--- src/rtl/piso_shift_register.sv ---
// -----------------------------------------------------------------------------
// piso_shift_register
//   Parallel-in serial-out shift stage. Accepts a WIDTH-bit word under a
//   valid/ready handshake and emits it one bit per clock on o_sout, flagged by
//   o_sout_valid. o_done marks the last bit of each word. A new word can be
//   accepted on the done cycle, so consecutive words stream with no idle gap.
//
// Parameters
//   WIDTH      word width in bits (>= 2)
//   MSB_FIRST  1: bit WIDTH-1 leaves first; 0: bit 0 leaves first
//
// Ports
//   clk           in   1      rising-edge clock
//   rst_n         in   1      asynchronous active-low reset
//   i_in          in   WIDTH  parallel word from the upstream register
//   i_in_valid    in   1      i_in carries a word to load
//   o_in_ready    out  1      a word can be accepted this cycle
//   o_sout        out  1      serial data bit
//   o_sout_valid  out  1      o_sout carries a valid bit this cycle
//   o_done        out  1      o_sout is the last bit of the word
// -----------------------------------------------------------------------------
module piso_shift_register #(
   parameter int WIDTH     = 8,
   parameter bit MSB_FIRST = 1'b1
) (
   input  logic             clk,
   input  logic             rst_n,
   input  logic [WIDTH-1:0] i_in,
   input  logic             i_in_valid,
   output logic             o_in_ready,
   output logic             o_sout,
   output logic             o_sout_valid,
   output logic             o_done
);

   localparam int               CNT_W = $clog2(WIDTH);
   localparam logic [CNT_W-1:0] LAST  = CNT_W'(WIDTH - 1);

   typedef enum logic {
      IDLE  = 1'b0,
      SHIFT = 1'b1
   } state_t;

   state_t           r_state;
   logic [WIDTH-1:0] r_shreg;
   logic [CNT_W-1:0] r_cnt;   // bits already sent in the current word

   logic             w_last;
   logic             w_accept;
   logic [WIDTH-1:0] w_shifted;

   // Last bit of the word is on the output this cycle.
   assign w_last = (r_state == SHIFT) && (r_cnt == LAST);

   // Ready is also gated by rst_n so nothing is accepted while reset is held.
   assign o_in_ready = rst_n & ((r_state == IDLE) | w_last);
   assign w_accept   = i_in_valid & o_in_ready;

   // Move the next bit toward the output end, zero-filling behind it.
   assign w_shifted = MSB_FIRST ? {r_shreg[WIDTH-2:0], 1'b0}
                                : {1'b0, r_shreg[WIDTH-1:1]};

   always_ff @(posedge clk or negedge rst_n) begin
      if (!rst_n) begin
         r_state <= IDLE;
         r_shreg <= '0;
         r_cnt   <= '0;
      end else begin
         case (r_state)
            IDLE: begin
               if (w_accept) begin
                  r_shreg <= i_in;
                  r_cnt   <= '0;
                  r_state <= SHIFT;
               end
            end
            SHIFT: begin
               if (r_cnt != LAST) begin
                  r_shreg <= w_shifted;
                  r_cnt   <= r_cnt + 1'b1;
               end else if (w_accept) begin
                  // Reload on the done edge: next word starts with no gap.
                  r_shreg <= i_in;
                  r_cnt   <= '0;
               end else begin
                  r_shreg <= '0;
                  r_cnt   <= '0;
                  r_state <= IDLE;
               end
            end
            default: begin
               r_state <= IDLE;
               r_shreg <= '0;
               r_cnt   <= '0;
            end
         endcase
      end
   end

   // Outputs decode registered state only; nothing from i_in/i_in_valid.
   assign o_sout_valid = (r_state == SHIFT);
   assign o_sout       = o_sout_valid &
                         (MSB_FIRST ? r_shreg[WIDTH-1] : r_shreg[0]);
   assign o_done       = w_last;

endmodule

--- config.mk ---
export PLATFORM = sky130hd
export DESIGN_NAME = piso_shift_register
export DESIGN_NICKNAME = d
export VERILOG_FILES = /design/src/rtl/piso_shift_register.sv
export SDC_FILE = /design/constraint.sdc
export NUM_CORES = 1
export LEC_CHECK = 0
export CORE_AREA = 10 10 47 49
export CTS_CLUSTER_DIAMETER = 40
export DETAILED_ROUTE_END_ITERATION = 8
export DIE_AREA = 0 0 57 59
export DONT_BUFFER_PORTS = 1
export PLACE_DENSITY = 0.52
export SLEW_MARGIN = 10
export SYNTH_ARGS = -nofsm -noshare
export SYNTH_HDL_FRONTEND = slang
export SYNTH_SLANG_ARGS = --single-unit
--- constraint.sdc ---
create_clock -name clk -period 1.46 [get_ports clk]
set_input_delay 0.146 -clock clk [delete_from_list [all_inputs] [get_ports clk]]
set_output_delay 0.146 -clock clk [all_outputs]
set_load 0.05 [all_outputs]
==> results summary <==
In this run the tool buffered the top-level ports with 0 buffer cells. The number of nets in the synthesized netlist is 66. STA classifies the critical path endpoint as an output port. The clock drives 12 sinks. Including well taps, the total number of placed cells is 69. The die covers around 3400 sq um. In this run the critical register-to-register path is captured at r_shreg[2]. The vias per cell came out at between 5 and 6. For this run, the detailed router's first-pass iteration total came to 4. The global-route wire length before repair is ~2100 microns. The source of the worst hold timing path is i_in[0].

The number of primary I/O pins is 15. The total grt overflow came out at 0. The area after detailed placement came out at 583 sq um. The via count of the first global-routing pass came out at between 400 and 500. The total power density per cell area is between 2000 and 2500 nW/um^2. The reported net switching power came out at ~0.6 mW. The height of the die is 59 microns. The overall routed net length came out at 1260 microns. The diode insertion count for antenna repair came out at 0.

The number of antenna violations at the first check in global routing came out at 0. The H-tree level count is 1. The cell area that synthesis handed to floorplanning was 559 sq um. The final routed wire length divided by cell count came out at between 15 and 20 microns. The clock edge transition at the registers on the reported setup and hold paths came out at 70 ps. The final-stage net count is between 80 and 90. The internal power of the cells is 0.939 mW. Of all nets on the critical path, the largest fanout is 3. The cell count of the worst hold path is 2.

The starting density of the core came out at ~40%. The count of cell instances traversed by the critical path is 4. The share of total power dissipated in combinational logic is between 40% and 50%. The remaining routing DRC violations is 0.

In this run the worst setup path begins at r_cnt[1]. The worst setup skew after layout came out at about 1.3 ps. The largest total area in the synthesized netlist belongs to dfrtp_1.

The number of warning messages in the yosys log came out at 0. In this design, the stage delay of the slowest critical-path cell is slightly below 400 ps. The min-delay analysis places its worst path in the category in -> reg. Once layout is done, the placed cells without fillers occupy about 740 sq um. STA classifies the critical path startpoint as a flip-flop. In this run the critical register-to-register path is launched from r_cnt[1].

The aggregate negative setup slack came out at -44.1 ps. The non-filler instance count after layout is 83. The post-synthesis average cell area came out at 10.6 sq um. The cell at the slowest stage of the critical path is dfrtp_1.

The leakage power is between 0.3 and 0.4 nW. The clock network accounts for between 10% and 20% of the total power. The flow ran to the end, but the final reports show violations. The design draws roughly 1.5 mW. The fraction of layout instances using a drive strength above 1 is about a quarter. In this design, the largest share of critical-path delay is due to flip-flops. Buffers inserted during clock tree synthesis total 3. Net switching is about 39% of the power. The final worst hold slack came out at between 30 and 40 ps. The area added between synthesis and finish came out at 32.0%. The site row count came out at 14. In this run, distinct cell masters in the synthesized netlist total 17. The fraction of the cycle the final worst path needs came out at 103%. The initial detailed-routing violation count came out at 11. STA puts the critical path data required time at 1310 ps.

The insertion delay to the later sink of the worst-skew pair is ~270 ps. The worst slack after detailed placement is -16.7 ps. STA puts the critical path data arrival time at 1360 ps. The number of buffers and inverters on the critical path is 0. The depth of the worst register-to-register path is 7. Walking the worst path, the cells encountered are ha_2, ha_4, nand2b_4, and2_4. The share of total power in sequential cells came out at 36.9%.

The clock tree root buffer cell is clkbuf_4. Routability-driven placement finished with a final weighted congestion of roughly 0.74. The checks that failed: setup timing.

Leaving out fill and tap cells, the most frequent cell in the layout is dfrtp_1. The sequential-to-total area share from yosys stat is 53.7%. TritonCTS built the clock tree. After legalization and detailed placement, the total HPWL measured 894 microns. The top cell types in the final layout, fill and taps aside, are 12 x dfrtp_1, 8 x nand3_1, 8 x nand2_1, 8 x dlygate4sd3_1, 7 x a22oi_1. The count of endpoints failing hold in the final timing report is 0.

For the pin with the worst max-slew slack, the measured transition is between 500 and 600 ps. The largest net degree at the start of global routing came out at 13. The number of instances in the synthesized netlist is 53. The worst setup path is of the reg -> out kind. The max-capacitance violation count is 0. The headroom to the max-slew limit came out at between 60% and 70%. From left edge to right edge, the die measures between 50 and 60 microns. The final setup slack of the worst path is -44.1 ps. The area inside the core boundary is 1400 sq um.

In the post-synthesis netlist, the biggest area contributors are dfrtp_1 54%, a22oi_1 9.4%, nand3_1 7.2%, nand2_1 5.4%, ha_1 4.5%. The worst min-delay path endpoint is r_shreg[0]. Setup repair after global routing could not meet its margin everywhere. After synthesis, the largest area contributor takes up a little over half of total cell area. The number of buffers on the longest clock path is 2.

The number of pins exceeding their max-slew limit in the final report is 0. The core occupancy in the finished layout is between 50% and 60%. Setup violations remaining at the end of the flow were counted as 1.

The largest vdd supply drop came out at 0.000741 V. In this run the register-to-register setup slack is roughly 40 ps. The total via count in the routed design came out at 446. The minimum clock period after layout is 1500 ps. The synthesized design contains 12 register bits. Timing would allow up to 665 MHz. The total routing resource utilization after global routing came out at between 7 and 8%. In this run the remaining antenna-violating nets after routing total 0.
Yosys cell counts:
library cell,count
and2b_1,1
o21ai_1,1
ha_1,2
and2_1,2
dfrtp_1,12
o31ai_1,1
inv_1,1
a21oi_2,1
or2_1,1
nand2_1,8
nand3_1,8
nand2b_1,1
and2_2,2
buf_2,2
a22o_1,2
a22oi_1,7
buf_6,1
kinds of logic after synthesis:
logic type,count (synthesis),share of synthesized area (%)
simple gates,23,21.0
flops,12,53.7
buf+inv,4,4.47
fa+ha+maj,2,4.47
compound gates,12,16.3
routing by layer:
layer	share of wire (%)	track usage [%]	up-vias
met5	0	0	-
met4	0.87	3.02	0
met3	8.2	4.51	2
met2	49	11.9	14
met1	42	9.01	213
li1	-	-	217
state kept, by name, indices dropped and copies added, names as in the netlist:
signal,cells
r_shreg,8
r_cnt,3
o_sout_valid,1
power groups by stage:
stage	sequential, mW	combinational (mW)	clock, mW
final	0.569	0.716	0.258
after global routing	0.588	0.789	0.290
after CTS	0.566	0.715	0.262
after detailed placement	0.563	0.610	0
after global placement	0.556	0.579	0
after floorplan	0.576	0.471	0
timing repair:
action / in CTS / in global routing
endpoints found under the hold margin: 16 / 3
endpoints found under the setup margin: 9 / 9
hold buffers: 5 / 3
pin swaps: 2 / 0
buffers inserted: 2 / 0
resized for setup: 5 / 1
layout make-up:
class	instances	area, sq um
clock buffers	4	36.3
fillers	146	663
inverters	1	3.75
multi-input cells	37	260
flip-flops and latches	12	300
well taps	16	20.0
repair buffers	13	118
how the worst max path moves through the flow:
stage	endpoint	slack [ps]
after global placement	r_shreg[4]	40
after CTS	o_in_ready	-40
final	o_in_ready	-40
after global routing	o_in_ready	-100
after floorplan	o_in_ready	40
after detailed placement	r_shreg[2]	-20
Note: power is estimated with default switching activity, not from simulation.
